## config.mk

```make
export PLATFORM = sky130hd
export DESIGN_NAME = imem_loader
export DESIGN_NICKNAME = d
export VERILOG_FILES = /design/src/rtl/imem_loader.sv
export SDC_FILE = /design/constraint.sdc
export NUM_CORES = 1
export LEC_CHECK = 0
export CAP_MARGIN = 20
export CORE_AREA = 10 10 103 105
export CTS_CLUSTER_DIAMETER = 80
export DETAILED_ROUTE_END_ITERATION = 10
export DIE_AREA = 0 0 113 115
export PLACE_DENSITY_LB_ADDON = 0.12
export SYNTH_ARGS = -nofsm -noshare
export SYNTH_HDL_FRONTEND = slang
export SYNTH_SLANG_ARGS = --single-unit
export TNS_END_PERCENT = 100
```

## constraint.sdc

```tcl
create_clock -name clk -period 2.3 [get_ports clk]
set_clock_uncertainty 0.2 [all_clocks]
set_input_delay 0.46 -clock clk [delete_from_list [all_inputs] [get_ports clk]]
set_output_delay 0.46 -clock clk [all_outputs]
set_load 0.01 [all_outputs]
```

## src/rtl/imem_loader.sv

```systemverilog
// imem_loader: boot-time programmer for the writable instruction memory.
// Takes a length-prefixed, XOR-checksummed byte stream, packs 16-bit words
// and writes them to consecutive word-aligned byte addresses. The CPU is
// held in reset from session start until a checksum-verified image is in.
module imem_loader #(
  parameter int MEM_SIZE = 1024
) (
  input  logic        clk,
  input  logic        reset,
  input  logic        start,
  input  logic        in_valid,
  input  logic [7:0]  in_data,
  output logic        in_ready,
  output logic        wr_en,
  output logic [15:0] wr_addr,
  output logic [15:0] wr_data,
  output logic        cpu_hold,
  output logic        done,
  output logic        error,
  output logic [15:0] word_count
);

  // Largest legal word count; one extra bit so the compare cannot wrap.
  localparam logic [16:0] MAX_WORDS = 17'(MEM_SIZE / 4);

  typedef enum logic [2:0] {
    S_IDLE,
    S_LEN_HI,
    S_LEN_LO,
    S_DATA_HI,
    S_DATA_LO,
    S_CHECK,
    S_DONE,
    S_ERROR
  } state_t;

  state_t      state_q;
  logic [15:0] len_q;
  logic [7:0]  hi_q;
  logic [15:0] idx_q;
  logic [7:0]  xor_q;
  logic        wr_en_q;
  logic [15:0] wr_addr_q;
  logic [15:0] wr_data_q;
  logic        cpu_hold_q;
  logic        done_q;
  logic        error_q;

  logic        fire;
  logic [15:0] len_d;
  logic [15:0] idx_d;
  logic [7:0]  xor_d;

  // Ready is a pure decode of the states that consume stream bytes.
  always_comb begin
    in_ready = 1'b0;
    case (state_q)
      S_LEN_HI, S_LEN_LO, S_DATA_HI, S_DATA_LO, S_CHECK: in_ready = 1'b1;
      default:                                           in_ready = 1'b0;
    endcase
  end

  assign fire  = in_valid && in_ready;
  assign len_d = {len_q[15:8], in_data};
  assign idx_d = idx_q + 16'd1;
  assign xor_d = xor_q ^ in_data;

  // Loader FSM; every output except in_ready is registered here.
  always_ff @(posedge clk) begin
    if (reset) begin
      state_q    <= S_IDLE;
      len_q      <= '0;
      hi_q       <= '0;
      idx_q      <= '0;
      xor_q      <= '0;
      wr_en_q    <= 1'b0;
      wr_addr_q  <= '0;
      wr_data_q  <= '0;
      cpu_hold_q <= 1'b0;
      done_q     <= 1'b0;
      error_q    <= 1'b0;
    end else begin
      wr_en_q <= 1'b0;
      case (state_q)
        S_IDLE, S_DONE, S_ERROR: begin
          if (start) begin
            state_q    <= S_LEN_HI;
            idx_q      <= '0;
            xor_q      <= '0;
            done_q     <= 1'b0;
            error_q    <= 1'b0;
            cpu_hold_q <= 1'b1;
          end
        end
        S_LEN_HI: begin
          if (fire) begin
            len_q[15:8] <= in_data;
            xor_q       <= xor_d;
            state_q     <= S_LEN_LO;
          end
        end
        S_LEN_LO: begin
          if (fire) begin
            len_q <= len_d;
            xor_q <= xor_d;
            if ({1'b0, len_d} > MAX_WORDS) begin
              state_q <= S_ERROR;
              error_q <= 1'b1;
            end else if (len_d == 16'd0) begin
              state_q <= S_CHECK;
            end else begin
              state_q <= S_DATA_HI;
            end
          end
        end
        S_DATA_HI: begin
          if (fire) begin
            hi_q    <= in_data;
            xor_q   <= xor_d;
            state_q <= S_DATA_LO;
          end
        end
        S_DATA_LO: begin
          if (fire) begin
            wr_data_q <= {hi_q, in_data};
            wr_addr_q <= {idx_q[13:0], 2'b00};
            wr_en_q   <= 1'b1;
            idx_q     <= idx_d;
            xor_q     <= xor_d;
            state_q   <= (idx_d == len_q) ? S_CHECK : S_DATA_HI;
          end
        end
        S_CHECK: begin
          if (fire) begin
            if (in_data == xor_q) begin
              state_q    <= S_DONE;
              done_q     <= 1'b1;
              cpu_hold_q <= 1'b0;
            end else begin
              state_q <= S_ERROR;
              error_q <= 1'b1;
            end
          end
        end
        default: state_q <= S_IDLE;
      endcase
    end
  end

  assign wr_en      = wr_en_q;
  assign wr_addr    = wr_addr_q;
  assign wr_data    = wr_data_q;
  assign cpu_hold   = cpu_hold_q;
  assign done       = done_q;
  assign error      = error_q;
  assign word_count = idx_q;

endmodule

```

# Yosys cells after proc, flatten, opt, wreduce, memory -nomap -nowiden
# Cells that the tools add are included.
# word_totals
ff_bits,85
inputBits,12
output_inout_bits,53
wordCells,90
# op_classes
add_sub_neg,1
n_lt_le_gt_ge,1
n_eq_ne,19
n_mux,34
bitwise_logic,3
reduce_logical,20
# ops
cell,n
$mux W16,2
$pmux W16 S2,1
$pmux W8 S2,2
$mux W3,9
$mux W8,3
$ne A2 B2 Y1 const B,9
$pmux W3 S6,1
$add A16 B1 Y16 const B,1
$eq A16 B16 Y1,1
$gt A16 B9 Y1 const B,1
$logic_not A16 Y1,1
$mux W1,13
$eq A3 B3 Y1 const B,4
$reduce_and A6 Y1,2
$reduce_and A3 Y1,3
$eq A8 B8 Y1,1
$xor A8 B8 Y8,1
$eq A3 B2 Y1 const B,2
$reduce_and A2 Y1,3
$reduce_bool A2 Y1,3
$reduce_or A5 Y1,1
$pmux W1 S2,2
$reduce_and A4 Y1,1
$reduce_or A4 Y1,1
other kinds (9),10

# Longest topological paths before layout
# logic_depth
depth_word,6
depth_mapped,8
mapped_depth_nobuf,6

# Worst setup path before layout
# No wires, ideal clock.
# synth_timing
kind,flip-flop to flip-flop
startpoint,reg idx_q[0] (netlist: word_count[0])
endpoint,reg state_q[1]
setup_ns,0.138
arrival_ns,2.122
required_time_ns,1.962
slack_ns,-0.160
stages_incl_launch_ff,7
path_buffers,0
synth_period_minus_slack_ns,2.460
path_cell_list,dfxtp_1 ha_1 and3_1 nand3_1 or4b_1 a2111oi_2 a31oi_1
# synth_via
elab_chain_len,5
# synth_lines
element,line_no,text
from (decl),40,logic [15:0] idx_q;
from (signal assigned),128,idx_q <= idx_d;
$add A16 B1 Y16,65,assign idx_d = idx_q + 16'd1;
$eq A16 B16 Y1,130,state_q <= (idx_d == len_q) ? S_CHECK : S_DATA_HI;
$mux W3,130,
$mux W3,124,if (fire) begin
$pmux W3 S6,84,case (state_q)
to (signal assigned),130,
to (decl),37,state_t state_q;
# No other way between the ends. The select of a mux whose other input is x is not followed.
# A chain may end at the register's enable or synchronous reset.

# Final worst setup path
# layout_timing
startpoint,reg len_q[11]
endpoint,reg state_q[2]
# layout_via
elab_chain_len,5
elab_cells_between_ends,9
classes_between,1 x order compare; 1 x eq/ne; 6 x mux; 1 x reduce/logical
# layout_lines
element,line_no,text
from (decl),38,logic [15:0] len_q;
from (signal assigned),97,len_q[15:8] <= in_data;
from (signal assigned),104,len_q <= len_d;
"parallel branches: the longest is 4 deep, another holds $gt A16 B9 Y1",n/a,
$pmux W3 S6 *,84,
# Every way passes the cells marked *. The select of a mux whose other input is x is not followed.

==> summary.md <==
| Metric | Value |
|---|---|
| Final setup vio count | 0 |
| CP delay by family, top | simple AND/OR/NAND/NOR gates |
| PnR worst setup slack | around 46 ps |
| Met1 GRT Util | 0.2069 |
| Max Clock Freq | 443.7 MHz |
| Total routed wirelength | 11,390 um |
| Post-synthesis cell type count | between 50 and 60 |
| Diodes inserted | 0 |
| Top-area cell type share of the netlist area | 0.4122 |
| Async set or reset register ratio after synthesis | 0 |
| Synth top area cells | dfxtp_1, nand2_1, a21oi_1 |
| Clk buf depth | 2 |
| Fill cell count | 778 |
| CP max stage delay | 530 ps |
| Pre-antenna DRT Iters | 4 |
| Worst skew pair latency | 360 ps |
| Cells after Synth | 550 |
| P&R area growth vs syn | 34.34% |
| Worst vdd ir | about 0.00026 V |
| Largest net degree at the start of global routing | 63 |
| Global-route wire length before repair | ~19,000 um |
| CTS tree | built |
| Avg Cell Area, Syn | 7.505 um^2 |
| Reg-to-reg setup timing slack | about 46 ps |
| Leading cell types in the layout, fill and taps excluded | nand2_1, dfxtp_1, a21oi_1 |
| Min-delay worst type | flip-flop to flip-flop |
| Psw | approximately 850 uW |
| Tcrit/Tclk final | 0.9798 |
| Core Box Area | 8551 um^2 |
| FP Rows | 34 |
| Global Route Usage Sum | 0.1724 |
| Vias in the first global route | 4,058 |
| Dpl hpwl | 8267 um |
| Critical-path top delay cell | or4_4 |
| Port bufs | 62 |
| GRT Max-Usage Layer | met2 |
| ANT nets after route | 0 |
| Via count | 4,177 |
| Element type at the critical path end | flip-flop |
| Max-slew violation count | 0 |
| Finished Layout Cells | 758 |
| Ys Warns | 0 |
| Critical Path RT | 2360 ps |
| Worst r2r src | len_q[11] |
| Switching part of the total power | 0.2648 |
| CP Max Fanout | 2 |
| Clock transition at path regs | 90 ps |
| Final Hold Fails | 0 |
| Crit path buf inv count | 0 |
| # H-tree levels | 3 |
| Crit path time final | 2254 ps |
| GRT overflow | 0 |
| Most used DFF post-synth | dfxtp_1 |
| Root Buffer Master | clkbuf_8 |
| Die ar. | around 13,000 um^2 |
| Starting density of the core | 0.4827 |
| Startpoint Class | flip-flop |
| Synth area leader | dfxtp_1 |
| Worst Path Class, Setup | flip-flop to flip-flop |
| Nets@finish | 658 |
| Flop pwr share | 0.478 |
| Synth Register Bits | 85 |
| Die span in x | about 110 um |
| Clock power share | 0.383 |
| Critical Path, Cell by Cell | or4_4, or4_4, o41a_1, o21a_1, a31o_1 |
| Static leakage | about 0.0019 uW |
| GP Congestion | 0.9322 |
| Top cell by count, worst path | or4_4 |
| Clk sink count | 85 |
| Drt wl/cell | 15.02 um |
| Cell Count Post-Placement | 741 |
| Detailed router's first-iteration violation count | 237 |
| Initial antenna violation count | 0 |
| Max Cap Violations | 0 |
| Cell Pwr Density | 579.7 nW/um^2 |
| RSZ-0062 raised after global routing | yes |
| Hold path start | wr_addr[9] |
| Vias per Instance | ~5.5 |
| Combinational fraction of design power | 0.140 |
| Chip Height | 115 um |
| Routing usage on met3 | 0.05052 |
| Sequential-to-total area share from yosys stat | 0.4122 |
| DR DRC count | 0 |
| Total I/O pin count | 65 |
| Status | finished clean |
| EDFF count, synth | 0 |
| Most common cell after layout, fill and taps aside | nand2_1 |
| Proportion of layout cells with a drive suffix above 1 | 0.1677 |
| Pint | between 2000 and 2500 uW |
| Met2 usage | 0.2800 |
| CTS Buf Count | 9 |
| CP startpoint | len_q[11] |
| Arrival @ worst endpoint | around 2300 ps |
| Worst slack, placed | -209.3 ps |
| Mapped Area | just over 4000 um^2 |
[through the flow]
stage                       util  power [uW]  TNS [ps]  area [um^2]  hold slack, ps
after floorplan                -        1826         0         4139           232.1
after global placement    0.6118        1991    -401.1         5231           240.4
after detailed placement  0.6118        2001    -977.2         5231           245.3
after CTS                 0.6411        3225         0         5482           258.2
after global routing      0.6485        3346    -12.87         5545           281.5
final                     0.6485        3215         0         5545           255.0
[state kept, by name, summed over array words and instances, names as in the netlist]
name / cells
wr_en: 1
cpu_hold: 1
xor_q: 8
state_q: 3
hi_q: 8
done: 1
wr_data: 16
word_count: 16
error: 1
wr_addr: 14
len_q: 16
[worst paths after layout]
kind | to | depth (start not counted)
min | wr_addr[9] | 2
max reg2reg | state_q[2] | 5
min reg2reg | wr_addr[9] | 2
max | state_q[2] | 5
[cells by family (layout without fill, tap and decap cells)]
group,count (synthesis),count (layout),share of synthesized area
and+or+nand+nor,246,246,0.2758
xor gates and xnor gates,24,24,0.05456
AOI/OAI and AO/OA,137,137,0.1937
adders and majority gates,1,1,0.003031
buffers and inverters,53,152,0.05214
DFF,85,85,0.4122
muxes,3,3,0.007578
other,1,2,0.0009085
[what timing repair did]
action	CTS	global route
hold buffers	0	0
buffers inserted	0	1
endpoints found under the setup margin	3	3
pin swaps	1	3
resized for setup	6	10
[cell usage after synthesis (all sizes together), types with 3 or more instances]
cell and count:
nand3 12, o21ai 19, dfxtp 85, a22oi 3, nand2b 7, clkbuf 39, nor3 7, nand4 5
nor3b 4, or4 3, nand2 131, and3 5, nor4 8, and2 3, nor2 32, a21oi 80
o21a 4, a31oi 8, o31ai 3, xor2 4, a311oi 5, xnor2 19, nand3b 6, buf 9
nor2b 11, or2 4, inv 5, or3 4
[final cells by class]
cell class                      count  area [um^2]  share of cell area
Inverter                            5        18.77            0.003384
Clock inverter                      6        93.84             0.01692
Sequential cell                    85         1709              0.3082
Multi-Input combinational cell    413         2293              0.4136
Tap cell                          108        135.1             0.02437
Clock buffer                       10        137.6             0.02482
Timing Repair Buffer              131         1157              0.2087
[routing by layer]
layer	wire length, um	part of all wire
met5	0	0
met4	311	0.027
met2	5263	0.46
met3	864	0.076
met1	4947	0.43
[power groups by stage]
stage | clock network, uW | logic, uW | registers (uW)
floorplan | 0 | 264 | 1560
global placement | 0 | 425 | 1570
detailed placement | 0 | 434 | 1570
CTS | 1250 | 440 | 1530
global route | 1310 | 497 | 1540
finish | 1230 | 450 | 1540
[worst min-delay path: stages (launching register included)]
cell	delay, ps
dfxtp_1	310
nand2_1	50
a21oi_1	50
Note: power is estimated with default switching activity, not from simulation.
